[src/rtl/bcd_disp_pkg.sv]
// Shared constants and types for the binary-to-BCD converter and the 7-segment display driver.
// Combinational-only content; no latency or backpressure of its own.
package bcd_disp_pkg;

  localparam int NUM_W      = 14;
  localparam int DIGITS     = 4;
  localparam int BCD_W      = 4;
  localparam int SCR_DIGITS = DIGITS + 1;
  localparam int CNT_W      = 4;
  localparam logic [NUM_W-1:0] MAX_VAL = 14'd9999;

  typedef enum logic [1:0] {
    IDLE   = 2'd0,
    SHIFT  = 2'd1,
    FINISH = 2'd2
  } b2b_state_e;

  // Elaboration-time helper: packed BCD digits of a constant, least significant digit in the LSBs.
  function automatic logic [DIGITS*BCD_W-1:0] to_bcd(input int unsigned v);
    logic [DIGITS*BCD_W-1:0] r;
    int unsigned rem;
    r   = '0;
    rem = v;
    for (int i = 0; i < DIGITS; i++) begin
      r[i*BCD_W +: BCD_W] = BCD_W'(rem % 10);
      rem = rem / 10;
    end
    return r;
  endfunction

  localparam logic [DIGITS*BCD_W-1:0] SAT_BCD = to_bcd(int'(MAX_VAL));

endpackage

[src/rtl/bcd_add3_digit.sv]
// Double-dabble digit correction: adds 3 to a BCD digit of 5 or more.
// Purely combinational, zero latency, no backpressure.
module bcd_add3_digit
  import bcd_disp_pkg::*;
(
  input  logic [BCD_W-1:0] d_i,
  output logic [BCD_W-1:0] d_o
);

  always_comb begin
    d_o = d_i;
    if (d_i >= BCD_W'(5)) begin
      d_o = d_i + BCD_W'(3);
    end
  end

endmodule

[src/rtl/bin_to_bcd_4dig.sv]
// 14-bit binary to 4-digit BCD, one bit per clock; digits valid 15 cycles after start is accepted.
// start is sampled only when idle and never queued; build with BIN2BCD_SAT_EN to clamp overflow to 9999.
module bin_to_bcd_4dig
  import bcd_disp_pkg::*;
(
  input  logic             m_clk,
  input  logic             reset_n,
  input  logic             start,
  input  logic [NUM_W-1:0] bin_in,
  output logic             busy,
  output logic             done,
  output logic             ovf,
  output logic [BCD_W-1:0] bcd0,
  output logic [BCD_W-1:0] bcd1,
  output logic [BCD_W-1:0] bcd2,
  output logic [BCD_W-1:0] bcd3
);

  localparam int SCR_W = SCR_DIGITS * BCD_W;
  localparam int DIG_W = DIGITS * BCD_W;

  b2b_state_e       state_q;
  logic [CNT_W-1:0] cnt_q;
  logic [NUM_W-1:0] shreg_q;
  logic [SCR_W-1:0] scr_q;
  logic             busy_q;
  logic             done_q;
  logic             ovf_q;
  logic [DIG_W-1:0] dig_q;

  logic [SCR_W-1:0]       scr_adj;
  logic [SCR_W+NUM_W-1:0] shift_cat;
  logic                   ovf_d;
  logic [DIG_W-1:0]       dig_d;

  for (genvar g = 0; g < SCR_DIGITS; g++) begin : g_add3
    bcd_add3_digit u_add3 (
      .d_i (scr_q[g*BCD_W +: BCD_W]),
      .d_o (scr_adj[g*BCD_W +: BCD_W])
    );
  end

  // The MSB shifted out is always zero: five digits hold every 14-bit value.
  assign shift_cat = {scr_adj, shreg_q} << 1;

  always_comb begin
    ovf_d = (scr_q[SCR_W-1:DIG_W] != '0) || (scr_q[DIG_W-1:0] > SAT_BCD);
    dig_d = scr_q[DIG_W-1:0];
`ifdef BIN2BCD_SAT_EN
    if (ovf_d) begin
      dig_d = SAT_BCD;
    end
`endif
  end

  always_ff @(posedge m_clk or negedge reset_n) begin
    if (!reset_n) begin
      state_q <= IDLE;
      cnt_q   <= '0;
      shreg_q <= '0;
      scr_q   <= '0;
      busy_q  <= 1'b0;
      done_q  <= 1'b0;
      ovf_q   <= 1'b0;
      dig_q   <= '0;
    end else begin
      done_q <= 1'b0;
      case (state_q)
        IDLE: begin
          if (start) begin
            shreg_q <= bin_in;
            scr_q   <= '0;
            cnt_q   <= CNT_W'(NUM_W - 1);
            busy_q  <= 1'b1;
            state_q <= SHIFT;
          end
        end
        SHIFT: begin
          scr_q   <= shift_cat[SCR_W+NUM_W-1:NUM_W];
          shreg_q <= shift_cat[NUM_W-1:0];
          if (cnt_q == '0) begin
            state_q <= FINISH;
          end else begin
            cnt_q <= cnt_q - 1'b1;
          end
        end
        FINISH: begin
          dig_q   <= dig_d;
          ovf_q   <= ovf_d;
          done_q  <= 1'b1;
          busy_q  <= 1'b0;
          state_q <= IDLE;
        end
        default: state_q <= IDLE;
      endcase
    end
  end

  assign busy = busy_q;
  assign done = done_q;
  assign ovf  = ovf_q;
  assign bcd0 = dig_q[0*BCD_W +: BCD_W];
  assign bcd1 = dig_q[1*BCD_W +: BCD_W];
  assign bcd2 = dig_q[2*BCD_W +: BCD_W];
  assign bcd3 = dig_q[3*BCD_W +: BCD_W];

endmodule

[config.mk]
export PLATFORM = sky130hd
export DESIGN_NAME = bin_to_bcd_4dig
export DESIGN_NICKNAME = d
export VERILOG_FILES = /design/src/rtl/bcd_disp_pkg.sv /design/src/rtl/bcd_add3_digit.sv /design/src/rtl/bin_to_bcd_4dig.sv
export SDC_FILE = /design/constraint.sdc
export NUM_CORES = 1
export LEC_CHECK = 0
export BUFFER_PORTS_ARGS = -buffer_cell sky130_fd_sc_hd__buf_2
export CAP_MARGIN = 30
export CORE_ASPECT_RATIO = 1.4
export CORE_MARGIN = 4
export CORE_UTILIZATION = 50
export DETAILED_ROUTE_END_ITERATION = 10
export GPL_TIMING_DRIVEN = 1
export MAX_ROUTING_LAYER = met4
export PLACE_DENSITY = 0.7
export REMOVE_ABC_BUFFERS = 1
export SLEW_MARGIN = 20
export SYNTH_ARGS = -nofsm -noshare
export SYNTH_HDL_FRONTEND = slang
export SYNTH_HIERARCHICAL = 1
export SYNTH_SLANG_ARGS = --single-unit
[constraint.sdc]
create_clock -name m_clk -period 4.5 [get_ports m_clk]
set_input_delay 0.9 -clock m_clk [delete_from_list [all_inputs] [get_ports m_clk]]
set_output_delay 0.9 -clock m_clk [all_outputs]
set_load 0.005 [all_outputs]
Word level (Yosys, flattened, before mapping)
Cells that the tools add are included.
- register bits: 59
- latch bits: 0
- RAM bits: 0
- bits in read-only memories: 0
- input bits: 17
- output and inout port bits: 19
- word-level logic and storage cells: 53
- memories kept: 0
- add/sub/neg operators: 6
- multipliers: 0
- div/mod/pow operators: 0
- magnitude comparators: 6
- equality and inequality tests: 5
- shift-type cells: 0
- muxes and demuxes: 18
- bitwise gates (word level): 0
- reductions and logical operators: 10
- operators by type and width (kind ; number):
    $pmux W20 S2 ; 1
    $pmux W14 S2 ; 1
    $mux W4 ; 6
    $ge A4 B3 Y1 const B ; 5
    $mux W20 ; 1
    $add A4 B2 Y4 const B ; 4
    $gt A16 B16 Y1 const B ; 1
    $mux W14 ; 1
    $pmux W4 S2 ; 1
    $ne A2 B2 Y1 const B ; 3
    $reduce_and A2 Y1 ; 3
    $logic_not A4 Y1 ; 1
    $mux W2 ; 2
    $pmux W2 S2 ; 1
    $reduce_bool A2 Y1 ; 2
    $reduce_bool A4 Y1 ; 1
    $sub A4 B1 Y4 const B ; 1
    $add A3 B2 Y3 const B ; 1
    $mux W3 ; 1
    $reduce_and A3 Y1 ; 1
    $eq A2 B1 Y1 const B ; 1
    $eq A2 B2 Y1 const B ; 1
    $logic_not A2 Y1 ; 1
    $mux W1 ; 2
    2 further kinds ; 2

Logic depth before layout (Yosys ltp)
Gate-level depths: netlist (run 1).
- depth after elaboration: 3
- gate-level depth with buffers: 7
- gate-level depth less buffers: 7

Hierarchy
The synthesis (run 1) kept the hierarchy.
- modules (own cells, without submodules) (module ; instances ; cells an instance ; area each (µm²) ; sequential area each (µm²)):
    bin_to_bcd_4dig ; 1 ; 281 ; 2517.4 ; 1476.4
    bcd_add3_digit ; 5 ; 16 ; 101.3 ; 0.0

Least setup slack after synthesis (run 1)
No wires, ideal clock.
- kind: input port to flip-flop
- from: in start
- to: reg scr_q[11]
- setup time: 0.133 ns
- arrival time: 1.522 ns
- data required time: 4.367 ns
- path slack: 2.844 ns
- stages on the path: 3
- buffers on the path: 1
- cell sequence: nor3b_4 -> clkbuf_1 -> o21ai_0
- cells in the longest elaborated chain, start to end: 2
- RTL lines (element ; line ; source):
    from (decl) ; bin_to_bcd_4dig.sv:8 ; input logic start,
    $ne A2 B2 Y1 (no line) ; n/a ;
    $reduce_and A2 Y1 (no line) ; n/a ;
    to (signal assigned) ; bin_to_bcd_4dig.sv:79 ; scr_q <= shift_cat[SCR_W+NUM_W-1:NUM_W];
    to (decl) ; bin_to_bcd_4dig.sv:25 ; logic [SCR_W-1:0] scr_q;
No other way between the ends.
A chain may end at the register's enable or synchronous reset.

Worst setup path in the final report (run 1)
- from: reg state_q[0]
- to: reg ovf_q, in the netlist ovf
- cells in the longest elaborated chain, start to end: 1
- RTL lines (element ; line ; source):
    from (decl) ; bin_to_bcd_4dig.sv:22 ; b2b_state_e state_q;
    from (signal assigned) ; bin_to_bcd_4dig.sv:58 ; state_q <= IDLE;
    from (signal assigned) ; bin_to_bcd_4dig.sv:75 ; state_q <= SHIFT;
    from (signal assigned) ; bin_to_bcd_4dig.sv:82 ; state_q <= FINISH;
    $eq A2 B2 Y1 ; bin_to_bcd_4dig.sv:68 ; case (state_q)
    to (signal assigned) ; bin_to_bcd_4dig.sv:89 ; ovf_q <= ovf_d;
    to (decl) ; bin_to_bcd_4dig.sv:28 ; logic ovf_q;
No other way between the ends.

==> results of run 1 <==
area by class of cell:
type                       instances  area, um^2  area share (%)
timing repair buffer              38         205            6.06
tap                               70        87.6            2.59
clock inverter                     2        10.0           0.296
sequential                        59        1480            43.6
clock buffer                      13         169            4.99
multi-input combinational        269        1390            40.9
inverter                          14        52.6            1.55
placed cells by master, fill, tap and decap left out, drive strengths merged, types with 2 or more instances in the layout:
cell and instances:
xor2 2, clkinv 2, inv 14, xnor2 5
o21ai 31, nor2 22, nand2b 12, a31oi 13
nand3 4, clkbuf 13, nor3 2, buf 38
a21oi 8, ha 11, mux2i 5, nor3b 2
dfrtp 59, nand2 141, nand4 2
metrics by stage:
| step | cells | setup slack (ps) | power [W] | hold WS (ps) |
|---|---|---|---|---|
| 2_1_floorplan | 342 | 2610 | 0.00165 | 450 |
| 3_3_place_gp | 449 | 2100 | 0.00187 | 453 |
| 3_5_place_dp | 450 | 2370 | 0.00193 | 458 |
| 4_1_cts | 465 | 2550 | 0.00237 | 473 |
| 5_1_grt | 465 | 2310 | 0.00259 | 488 |
| 6_report | 465 | 2580 | 0.00234 | 467 |
worst max-delay path by stage:
stage / start / end / slack, ps
2_1_floorplan: start / shreg_q[10]$_DFFE_PN0P_ / 2610
3_3_place_gp: start / shreg_q[13]$_DFFE_PN0P_ / 2100
3_5_place_dp: start / shreg_q[8]$_DFFE_PN0P_ / 2370
4_1_cts: state_q[0]$_DFFE_PN0P_ / ovf$_DFFE_PN0P_ / 2550
5_1_grt: state_q[0]$_DFFE_PN0P_ / ovf$_DFFE_PN0P_ / 2310
6_report: state_q[0]$_DFFE_PN0P_ / ovf$_DFFE_PN0P_ / 2580
worst min-delay path: stages, from the launching register on:
cell and delay (ps):
dfrtp_1 330, nand2_1 50, nand2_1 50
power breakdown:
group	leakage (nW)	switching [W]	internal (W)
logic	0.876	0.000518	0.000409
registers	0.713	0.000218	0.000758
clock network	0.0953	0.000195	0.000240
per-layer routing:
metal  routed length (um)  track usage [%]
met3                  260             2.73
met5                    0                -
met4                  105             9.62
met1                 2560             22.0
met2                 2730             28.4
registers in the layout (all words and copies together) (netlist names):
name	cells
ovf	1
busy	1
scr_q	20
cnt_q	4
shreg_q	14
state_q	2
dig_q	16
done	1
==> impl_metrics.json, run 1 <==
{
  "clock_latency_ps": 330,
  "fin_crit_ps": 1920,
  "post-dp-hpwl_um": 3800,
  "dieArea_um2": 7330,
  "reg2regPathDepth": 5,
  "area_delta_synth_final_pct": 12.7,
  "arrival_ps": 2130,
  "num_rows": 33,
  "hp-class": "flip-flop to flip-flop",
  "die_w_um": 73.5,
  "post_cts_resized": 0,
  "finalCritPeriodShare_pct": 42.7,
  "status": "finished clean",
  "clk_pin_slew_ps": 60,
  "drive_above_1_share_pct": 16.2,
  "maxCapViolations": 0,
  "globalplace.congestion": 0.795,
  "slowest_stage": "nand2b_1",
  "path_cells": "nand2b_1 > inv_2 > nand4_1 > o31ai_1 > a21oi_1",
  "synth_warnings": 6,
  "overflow": 0,
  "timing.rr.end": "ovf$_DFFE_PN0P_",
  "reg2reg_from": "state_q[0]$_DFFE_PN0P_",
  "synth_area_um2": 3000,
  "setup_tns_ps": 0,
  "setup_viol": 0,
  "cp.depth": 5,
  "worstPathRequired_ps": 4710,
  "finalHoldViolCount": 0,
  "grt_max_degree": 60,
  "max-slew-margin-rel_pct": 46.7,
  "rsz0062_at_grt": "no",
  "postSynthCellCount": 357,
  "antenna_found_initial": 0,
  "worstHoldPathCells": 2,
  "crit_family": "simple AND/OR/NAND/NOR gates",
  "io_buffer_count": 35,
  "final_util_pct": 57.8,
  "initial_core_util_pct": 51.2,
  "root_buffer": "clkbuf_8",
  "fill_cells": 547,
  "h-tree-depth": 3,
  "final-max-slew-violation-count": 0,
  "hold_start": "dig_q[6]$_DFFE_PN0P_",
  "skew_ps": 6.82,
  "cts_tree": "done",
  "power.leakage_nw": 1.68,
  "grt_first_pass_wirelength_um": 10100,
  "drt-initial-drc-count": 187,
  "vias": 2388,
  "postPlaceCellArea_um2": 3210,
  "postLayoutCellArea_um2": 3390,
  "core_area_um2": 5860,
  "crit_buf_inv": 1,
  "worstMarginPinSlew_ps": 799,
  "cp-start-kind": "flip-flop",
  "dieHeight_um": 99.7,
  "hold_buffers": 0,
  "power_density_nw_per_um2": 690,
  "crit_type": "flip-flop to flip-flop",
  "worst_ir_drop_vdd_uv": 354,
  "end_kind": "flip-flop",
  "critPathMaxStageDelay_ps": 480,
  "cts.sinks": 59,
  "hold_end": "dig_q[6]$_DFFE_PN0P_",
  "drt_pre_antenna_iters": 4,
  "avgSynthCellArea_um2": 8.41,
  "critPathMaxFanout": 20,
  "drc": 0,
  "cts_buffers": 9,
  "grt_usage_pct": 18.1,
  "post-cts-setup-buffer-count": 0,
  "ios": 36,
  "fmax_mhz": 520,
  "diodes": 0,
  "wl_per_cell_um": 12.2,
  "ff2ff_setup_slack_ps": 2580,
  "finalNetCount": 419,
  "via_per_inst": 5.14,
  "ant_nets": 0,
  "routed_wl_um": 5660,
  "clock_path_buffers": 2,
  "grt_pass1_vias": 2279
}
No activity file was read; power rests on OpenSTA's default activity.
==> run 2: changes to the inputs <==
Settings changed: ABC_AREA set to 1, PLACE_DENSITY 0.7 to 0.73.
Clock period 4.5 ns to 1.7 ns, I/O delays scaled along.
==> run 2 against run 1 <==
Worst hold slack worse by 460 ps; critical path depth is 3 higher; sequential power grew to 2.5 times the previous value; highest routed layer unchanged; global-route usage is 0.44 points higher; worst setup slack worse by 2300 ps; largest power group is now combinational cells; non-clock buffer count is 2 higher; register-to-register slack worse by 2300 ps; sequential share of layout area is 2.8 points lower.
==> impl_metrics.json, run 2 <==
{
  "core_area_um2": 5990,
  "worst_ir_drop_vdd_uv": 1110,
  "overflow": 0,
  "grt_usage_pct": 18.5,
  "final_util_pct": 60.4,
  "post-cts-setup-buffer-count": 0,
  "final-max-slew-violation-count": 0,
  "cp-start-kind": "flip-flop",
  "globalplace.congestion": 0.870,
  "dieArea_um2": 7630,
  "topRoutingLayerUsed": "met4",
  "drt_pre_antenna_iters": 5,
  "fin_crit_ps": 1410,
  "ios": 36,
  "initial_core_util_pct": 52.5,
  "worstPathRequired_ps": 1900,
  "antenna_found_initial": 0,
  "arrival_ps": 1620,
  "grt_pass1_vias": 2493,
  "end_kind": "flip-flop",
  "wl_met2_um": 3120,
  "postPlaceCellArea_um2": 3410,
  "synth_warnings": 6,
  "synth_area_um2": 3140,
  "die_w_um": 75.0,
  "hp-class": "input pin to async pin",
  "power_density_nw_per_um2": 1960,
  "power.leakage_nw": 1.78,
  "cts_buffers": 9,
  "grt_max_degree": 60,
  "vias": 2516,
  "h-tree-depth": 3,
  "postLayoutCellArea_um2": 3620,
  "drc": 0,
  "largestRegisters": "scr_q: 20 flops, dig_q: 16 flops, shreg_q: 14 flops",
  "crit_type": "flip-flop to flip-flop",
  "critPathMaxFanout": 7,
  "clock_latency_ps": 330,
  "max-slew-margin-rel_pct": 64.3,
  "diodes": 0,
  "layout_commonest_cell": "nand2_1",
  "fmax_mhz": 707,
  "grt_first_pass_wirelength_um": 10600,
  "avgSynthCellArea_um2": 8.58,
  "top_register": "scr_q",
  "met1Wirelength_um": 2650,
  "finalNetCount": 434,
  "routed_wl_um": 6140,
  "drive_above_1_share_pct": 25.3,
  "maxCapViolations": 0,
  "post-dp-hpwl_um": 4310,
  "worstMarginPinSlew_ps": 535,
  "ant_nets": 0,
  "clk_pin_slew_ps": 70,
  "skew_ps": 6.96,
  "most-common-layout-cells": "74 x nand2_1, 59 x dfrtp_1, 52 x inv_1, 44 x o21ai_0, 35 x buf_2",
  "wl_per_cell_um": 12.8,
  "setup_viol": 0,
  "postSynthCellCount": 366,
  "cts_tree": "done",
  "status": "finished clean",
  "via_per_inst": 5.23,
  "post_cts_resized": 0,
  "rsz0062_at_grt": "no",
  "root_buffer": "clkbuf_8",
  "finalHoldViolCount": 0,
  "routed-wl-met3_um": 267,
  "drt-initial-drc-count": 115,
  "hold_buffers": 0,
  "dieHeight_um": 102,
  "num_rows": 33,
  "finalCritPeriodShare_pct": 83.1,
  "setup_tns_ps": 0,
  "clock_path_buffers": 2,
  "largest_reg_flops": 20,
  "cts.sinks": 59,
  "area_delta_synth_final_pct": 15.2,
  "io_buffer_count": 35
}
run 2: per-stage QoR:
step	hold WS (ps)	std cells	worst slack [ps]	total power, W
global placement	369	465	346	0.00569
floorplan	44.4	355	141	0.00489
detailed placement	365	465	309	0.00582
CTS	3.81	481	286	0.00716
global route	17.1	481	109	0.00777
finish	7.13	481	286	0.00711
run 2: layout make-up:
class,count,area [um^2]
clock buffers,12,165
repair buffers,40,238
multi-input cells,235,1380
inverters,61,229
flip-flops and latches,59,1480
fillers,534,2370
clock inverters,4,47.5
well taps,70,87.6
run 2: report_power, final:
| group | total, W | internal, W | switching (W) |
|---|---|---|---|
| clock network | 0.00132 | 0.000791 | 0.000532 |
| registers | 0.00245 | 0.00202 | 0.000436 |
| logic | 0.00333 | 0.00132 | 0.00201 |
| total | 0.00711 | 0.00413 | 0.00297 |
run 2: worst max-delay path, stage by stage (launching register included):
cell,delay (ps)
dfrtp_1,460
inv_1,110
ha_1,250
nor2_4,160
nor2_4,70
nand2_1,50
nand2_1,50
nand2_1,60
o21ai_0,80
run 2: worst paths after layout:
kind / slack (ps) / cells past startpoint / startpoint / endpoint
max: 290 / 8 / scr_q[12]$_DFFE_PN0P_ / scr_q[13]$_DFFE_PN0P_
max in group asynchronous: 1450 / 2 / reset_n / scr_q[19]$_DFFE_PN0P_
max reg2reg: 290 / 8 / scr_q[12]$_DFFE_PN0P_ / scr_q[13]$_DFFE_PN0P_
min: 7 / 2 / reset_n / cnt_q[1]$_DFFE_PN0P_
min in group m_clk: 260 / 3 / bin_in[0] / shreg_q[0]$_DFFE_PN0P_
min reg2reg: 480 / 2 / dig_q[7]$_DFFE_PN0P_ / dig_q[7]$_DFFE_PN0P_
run 2: routing by layer:
metal / vias to the layer above / global-route usage, %
li1: 1264 / -
met1: 1196 / 21.1
met2: 45 / 30.6
met3: 11 / 4.97
met4: 0 / 6.85
met5: - / -
